**config.mk**
```make
export PLATFORM = sky130hd
export DESIGN_NAME = uart_receiver
export DESIGN_NICKNAME = d
export VERILOG_FILES = /design/src/rtl/uart_pkg.sv /design/src/rtl/uart_rx_sample_gen.sv /design/src/rtl/uart_receiver.sv
export SDC_FILE = /design/constraint.sdc
export NUM_CORES = 1
export LEC_CHECK = 0
export ABC_AREA = 1
export BUFFER_PORTS_ARGS = -buffer_cell sky130_fd_sc_hd__buf_4
export CORE_MARGIN = 4
export CORE_UTILIZATION = 50
export DETAILED_ROUTE_END_ITERATION = 12
export PLACE_DENSITY_LB_ADDON = 0.05
export SYNTH_ARGS = -nofsm -noshare
export SYNTH_HDL_FRONTEND = slang
export SYNTH_SLANG_ARGS = --single-unit
```
**constraint.sdc**
```tcl
create_clock -name clk -period 2.5 [get_ports clk]
set_input_delay 0.125 -clock clk [delete_from_list [all_inputs] [get_ports clk]]
set_output_delay 0.125 -clock clk [all_outputs]
set_load 0.005 [all_outputs]
```
**src/rtl/uart_pkg.sv**
```systemverilog
// Shared UART definitions: receiver state encoding, baud codes
// and the oversample divisor helpers.
package uart_pkg;

  typedef enum logic [2:0] {
    ST_OFF       = 3'd0,
    ST_IDLE      = 3'd1,
    ST_START     = 3'd2,
    ST_DATA      = 3'd3,
    ST_PARITY    = 3'd4,
    ST_STOP      = 3'd5,
    ST_WAIT_HIGH = 3'd6
  } rx_state_e;

  localparam logic [2:0] BAUD_300    = 3'b000;
  localparam logic [2:0] BAUD_1200   = 3'b001;
  localparam logic [2:0] BAUD_4800   = 3'b010;
  localparam logic [2:0] BAUD_9600   = 3'b011;
  localparam logic [2:0] BAUD_19200  = 3'b100;
  localparam logic [2:0] BAUD_38400  = 3'b101;
  localparam logic [2:0] BAUD_57600  = 3'b110;
  localparam logic [2:0] BAUD_115200 = 3'b111;

  function automatic int unsigned baud_rate(input logic [2:0] sel);
    int unsigned r;
    case (sel)
      BAUD_300:    r = 300;
      BAUD_1200:   r = 1200;
      BAUD_4800:   r = 4800;
      BAUD_9600:   r = 9600;
      BAUD_19200:  r = 19200;
      BAUD_38400:  r = 38400;
      BAUD_57600:  r = 57600;
      default:     r = 115200;
    endcase
    return r;
  endfunction

  // Rounded clk/(16*baud)
  function automatic int unsigned baud_div(
    input int unsigned clk_hz,
    input int unsigned baud
  );
    return (clk_hz + 8 * baud) / (16 * baud);
  endfunction

endpackage

```
**src/rtl/uart_rx_sample_gen.sv**
```systemverilog
// 16x oversample tick divider; restarts on request or on any
// baud_select change.
module uart_rx_sample_gen
  import uart_pkg::*;
#(
  parameter int unsigned CLK_FREQ_HZ = 50_000_000
) (
  input  logic       clk,
  input  logic       reset,
  input  logic [2:0] i_baud_select,
  input  logic       i_restart,
  output logic       o_tick
);

  localparam int unsigned DIV_MAX = baud_div(CLK_FREQ_HZ, 300);
  localparam int DIV_W = $clog2(DIV_MAX + 1);

  logic [DIV_W-1:0] w_last [8];
  logic [DIV_W-1:0] r_cnt;
  logic [2:0]       r_sel;
  logic             w_restart;

  for (genvar g = 0; g < 8; g++) begin : g_div
    assign w_last[g] =
      DIV_W'(baud_div(CLK_FREQ_HZ, baud_rate(3'(g))) - 1);
  end

  assign w_restart = i_restart | (i_baud_select != r_sel);
  assign o_tick    = (r_cnt == w_last[i_baud_select]);

  always_ff @(posedge clk or negedge reset) begin
    if (!reset) begin
      r_cnt <= '0;
      r_sel <= BAUD_300;
    end else begin
      r_sel <= i_baud_select;
      if (w_restart || o_tick) r_cnt <= '0;
      else                     r_cnt <= r_cnt + DIV_W'(1);
    end
  end

endmodule

```
**src/rtl/uart_receiver.sv**
```systemverilog
// UART receiver: 8E1 frames, 16x oversampling, 1-cycle valid
// strobe with parity and framing flags.
module uart_receiver
  import uart_pkg::*;
#(
  parameter int unsigned CLK_FREQ_HZ = 50_000_000,
  parameter int unsigned OVERSAMPLE  = 16
) (
  input  logic       clk,
  input  logic       reset,
  input  logic       RxD,
  input  logic [2:0] baud_select,
  input  logic       Rx_EN,
  output logic [7:0] Rx_DATA,
  output logic       Rx_VALID,
  output logic       Rx_PERROR,
  output logic       Rx_FERROR,
  output logic       Rx_BUSY
);

  localparam logic [3:0] LAST_TICK = 4'(OVERSAMPLE - 1);
  localparam logic [3:0] MID_TICK  = 4'(OVERSAMPLE / 2 - 1);

  rx_state_e  r_state, w_nstate;
  logic [3:0] r_cnt, w_ncnt;
  logic [2:0] r_idx, w_nidx;
  logic [7:0] r_shreg, w_nshreg;
  logic       r_par, w_npar;
  logic       r_sync1, r_sync2;
  logic       w_rxs, w_tick, w_restart, w_upd;

  assign w_rxs     = r_sync2;
  assign w_restart = (w_nstate == ST_IDLE) && (r_state != ST_IDLE);
  assign Rx_BUSY   = r_state inside {ST_START, ST_DATA,
                                     ST_PARITY, ST_STOP};

  uart_rx_sample_gen #(
    .CLK_FREQ_HZ(CLK_FREQ_HZ)
  ) u_gen (
    .clk          (clk),
    .reset        (reset),
    .i_baud_select(baud_select),
    .i_restart    (w_restart),
    .o_tick       (w_tick)
  );

  always_comb begin
    w_nstate = r_state;
    w_ncnt   = r_cnt;
    w_nidx   = r_idx;
    w_nshreg = r_shreg;
    w_npar   = r_par;
    w_upd    = 1'b0;
    if (!Rx_EN) begin
      w_nstate = ST_OFF;
    end else begin
      unique case (r_state)
        ST_OFF: w_nstate = ST_IDLE;
        ST_IDLE: begin
          if (w_tick && !w_rxs) begin
            w_nstate = ST_START;
            w_ncnt   = '0;
          end
        end
        ST_START: begin
          if (w_tick) begin
            if (r_cnt == MID_TICK) begin
              w_ncnt   = '0;
              w_nidx   = '0;
              w_nstate = w_rxs ? ST_IDLE : ST_DATA;
            end else begin
              w_ncnt = r_cnt + 4'd1;
            end
          end
        end
        ST_DATA: begin
          if (w_tick) begin
            if (r_cnt == LAST_TICK) begin
              w_nshreg[r_idx] = w_rxs;
              w_ncnt = '0;
              if (r_idx == 3'd7) w_nstate = ST_PARITY;
              else               w_nidx   = r_idx + 3'd1;
            end else begin
              w_ncnt = r_cnt + 4'd1;
            end
          end
        end
        ST_PARITY: begin
          if (w_tick) begin
            if (r_cnt == LAST_TICK) begin
              w_npar   = w_rxs;
              w_ncnt   = '0;
              w_nstate = ST_STOP;
            end else begin
              w_ncnt = r_cnt + 4'd1;
            end
          end
        end
        ST_STOP: begin
          if (w_tick) begin
            if (r_cnt == LAST_TICK) begin
              w_upd    = 1'b1;
              w_ncnt   = '0;
              w_nstate = w_rxs ? ST_IDLE : ST_WAIT_HIGH;
            end else begin
              w_ncnt = r_cnt + 4'd1;
            end
          end
        end
        // A held-low line must not look like a new start bit
        ST_WAIT_HIGH: if (w_tick && w_rxs) w_nstate = ST_IDLE;
        default: w_nstate = ST_OFF;
      endcase
    end
  end

  always_ff @(posedge clk or negedge reset) begin
    if (!reset) begin
      r_sync1   <= 1'b1;
      r_sync2   <= 1'b1;
      r_state   <= ST_OFF;
      r_cnt     <= '0;
      r_idx     <= '0;
      r_shreg   <= '0;
      r_par     <= 1'b0;
      Rx_DATA   <= '0;
      Rx_VALID  <= 1'b0;
      Rx_PERROR <= 1'b0;
      Rx_FERROR <= 1'b0;
    end else begin
      r_sync1  <= RxD;
      r_sync2  <= r_sync1;
      r_state  <= w_nstate;
      r_cnt    <= w_ncnt;
      r_idx    <= w_nidx;
      r_shreg  <= w_nshreg;
      r_par    <= w_npar;
      Rx_VALID <= w_upd;
      if (w_upd) begin
        Rx_DATA   <= r_shreg;
        Rx_PERROR <= r_par ^ (^r_shreg);
        Rx_FERROR <= ~w_rxs;
      end
    end
  end

endmodule

```
==> run summary <==
outcome = finished clean
footprint of the multi-input gates = 0.001569 sq mm
post-layout minimum cycle time = 2.163 ns
worst vdd ir = 0.2554 mV
largest net degree at the start of global routing = 50
setup violators final = 0
Clock power frac = 0.321
worst-case headroom to the max-slew limit = 0.5931
Max Fanout on Critical Path = 14
#FFs+latches synth = 49
CTS clock-pin slew for the worst setup and hold paths = 0.09 ns
# H-tree levels = 2
core area = 0.005921 sq mm
CTS Buf Count = 5
Sw Share = 0.2768
Synth Net Count = 434
combinational share of power = 0.124
setup_tns = 0 ns
commonest non-fill, non-tap cells in the layout = nand2_1 (108), inv_1 (56), nor2_1 (53), dfrtp_1 (47), nand3_1 (37)
ant diodes = 0
Post-Place Worst Slack = 0.08922 ns
Layout Nets = 464
Slew @ Worst Pin = 0.6104 ns
CP required = 2.69 ns
post-CTS setup buffers = 0
Initial Util = 0.5142
area grow syn2layout = 12.54%
Unique masters post-synth = 28
Port Buf Inserts = 18
Layout Skew = 0.004961 ns
syn_area_per_cell = 7.283 sq um
final worst slack = 0.3369 ns
global-route wire length before repair = 11550 um
HP Class = primary input to flip-flop
Finished Layout Cells = 524
Post-Syn Instances = 418
Flop pwr share = 0.556
Vias per Instance = 5.052
vias = 2647
Overall Power = 1473 uW
vias in the first global route = 2558
Fmax = 462.3 MHz
final hold violation count = 0
DRC Markers = 0
Synth Warn # = 0
Slew Viols, Final = 0
router iterations before antenna repair = 6
startpoint types = flip-flop
register area = 0.001229 sq mm
CTS tree = yes
register area share after synthesis = 0.4036
clk root buf = clkbuf_8
DRT Wirelength = 6526 um
clk sinks = 49
Internal = 1065 uW
leakage = 0.001710 uW
Top-Level Pins = 19
final worst-path cycle share = 0.8653
Mapped Area = 0.003044 sq mm
Die ar. = 0.007400 sq mm
total placed cells including tap cells = 512
Clk Latency, worst-skew pair = 0.30 ns
pwr dens = 429.9 mW/mm^2
PostCTS Resize Cnt = 0
Net Switching = 407.7 uW
Die Span Y = 86.03 um
Die Span X = 86.03 um
num rows = 28
hold-fix buffers at CTS = 4
post-DP HPWL = 5011 um
Crit path arrival time = 2.35 ns
Crit Path Class = flip-flop to flip-flop
RSZ-0062 raised after global routing = no
GR Overflow Total = 0
Starting DRT DRC Count = 154
RD Place Congestion = 0.8689
drt wl/cell = 12.45 um
initial antenna violation count = 0
FILL cells = 594
clk buf depth = 2
most common cell after layout, fill and taps aside = nand2_1
layout cells sized above 1 = 0.1180
GRT Total Usage = 0.1935
Crit. End Element = flip-flop
ANT nets after route = 0
maxcap violations = 0
-- through the flow --
step | util | cell area, sq um | hold slack, ns
floorplan | - | 3044 | -0.1706
global placement | 0.5571 | 3298 | 0.1834
detailed placement | 0.5571 | 3298 | 0.1851
CTS | 0.5786 | 3426 | 0.03181
global route | 0.5786 | 3426 | 0.02923
finish | 0.5786 | 3426 | 0.04730
-- cell families after synthesis --
| kind of cell | synth area share |
|---|---|
| buffers and inverters | 0.08097 |
| adders and majority gates | 0.03699 |
| and+or+nand+nor | 0.3399 |
| DFF | 0.4036 |
| xor gates and xnor gates | 0.06905 |
| AOI/OAI and AO/OA | 0.06946 |
-- synth_stat cells --
master    count  share of area
nor3_1        5         0.0082
nor2_2       11          0.023
nand4_1       9          0.018
nor4_2        1         0.0041
buf_1         1         0.0012
xnor2_1      10          0.029
nand3_1      37          0.061
nand3_2       1         0.0033
dfrtp_1      47           0.39
inv_2         1         0.0012
o21ai_0      16          0.026
buf_2         2         0.0033
dfstp_2       2          0.017
buf_6         1         0.0037
xor2_1       14          0.040
nor4_1        1         0.0021
nand4_2       1         0.0041
a21oi_1      18          0.030
inv_1        56          0.069
o21ai_1       2         0.0033
nand2_2       2         0.0041
buf_4         1         0.0025
nor2_1       53          0.065
ha_1          9          0.037
nor2_4        3          0.011
a31oi_1       5          0.010
nand2_1     108           0.13
nand3b_1      1         0.0025
-- worst paths after layout --
check,depth (start not counted),to,startpoint,slack [ns]
max in group asynchronous,2,r_cnt[3],reset,1.72
setup reg to reg,14,u_gen.r_cnt[2],u_gen.r_cnt[8],0.34
hold / removal,1,u_gen.r_sel[2],baud_select[2],0.05
min in group asynchronous,2,Rx_FERROR,reset,0.37
setup / recovery,14,u_gen.r_cnt[2],u_gen.r_cnt[8],0.34
hold reg to reg,0,r_sync2,r_sync1,0.36
-- power groups by stage --
stage / Combinational [uW] / Sequential (uW) / Clock (uW)
4_1_cts: 184 / 818 / 489
6_report: 182 / 818 / 472
2_1_floorplan: 121 / 829 / 0
5_1_grt: 212 / 822 / 526
3_5_place_dp: 178 / 834 / 0
3_3_place_gp: 178 / 834 / 0
-- worst max-delay path, cell delays in order, from the launching register on --
cell	delay (ns)
dfrtp_1	0.43
inv_1	0.09
nand3_1	0.11
nand2_1	0.07
nor2_1	0.08
nand3_1	0.13
nor2_4	0.25
nand3_2	0.11
a21oi_1	0.19
nand3_1	0.11
nor2_1	0.12
nand2_1	0.07
nand2_2	0.08
buf_12	0.15
nor2_1	0.05
-- area by class of cell --
cell class                 count  area share
clock buffer                   6     0.02118
clock inverter                 2    0.004383
inverter                      57     0.06245
multi-input combinational    307      0.4580
sequential                    49      0.3587
tap                           75     0.02739
timing repair buffer          28     0.06793
-- routing by layer --
metal / up-vias / GRT usage / routed length, um
met5: - / 0 / 0
met4: 0 / 0.05755 / 95
met3: 10 / 0.04131 / 278
met2: 54 / 0.3189 / 3026
met1: 1201 / 0.2552 / 3126
li1: 1382 / - / -
-- flip-flops by register name (all words and copies together), names as in the netlist --
signal,flops
r_par,1
u_gen.r_cnt,14
Rx_PERROR,1
r_shreg,8
Rx_DATA,8
r_state,3
r_idx,3
r_cnt,4
Rx_VALID,1
Rx_FERROR,1
u_gen.r_sel,3
r_sync1,1
r_sync2,1
Power figures use the tool's default switching activity.
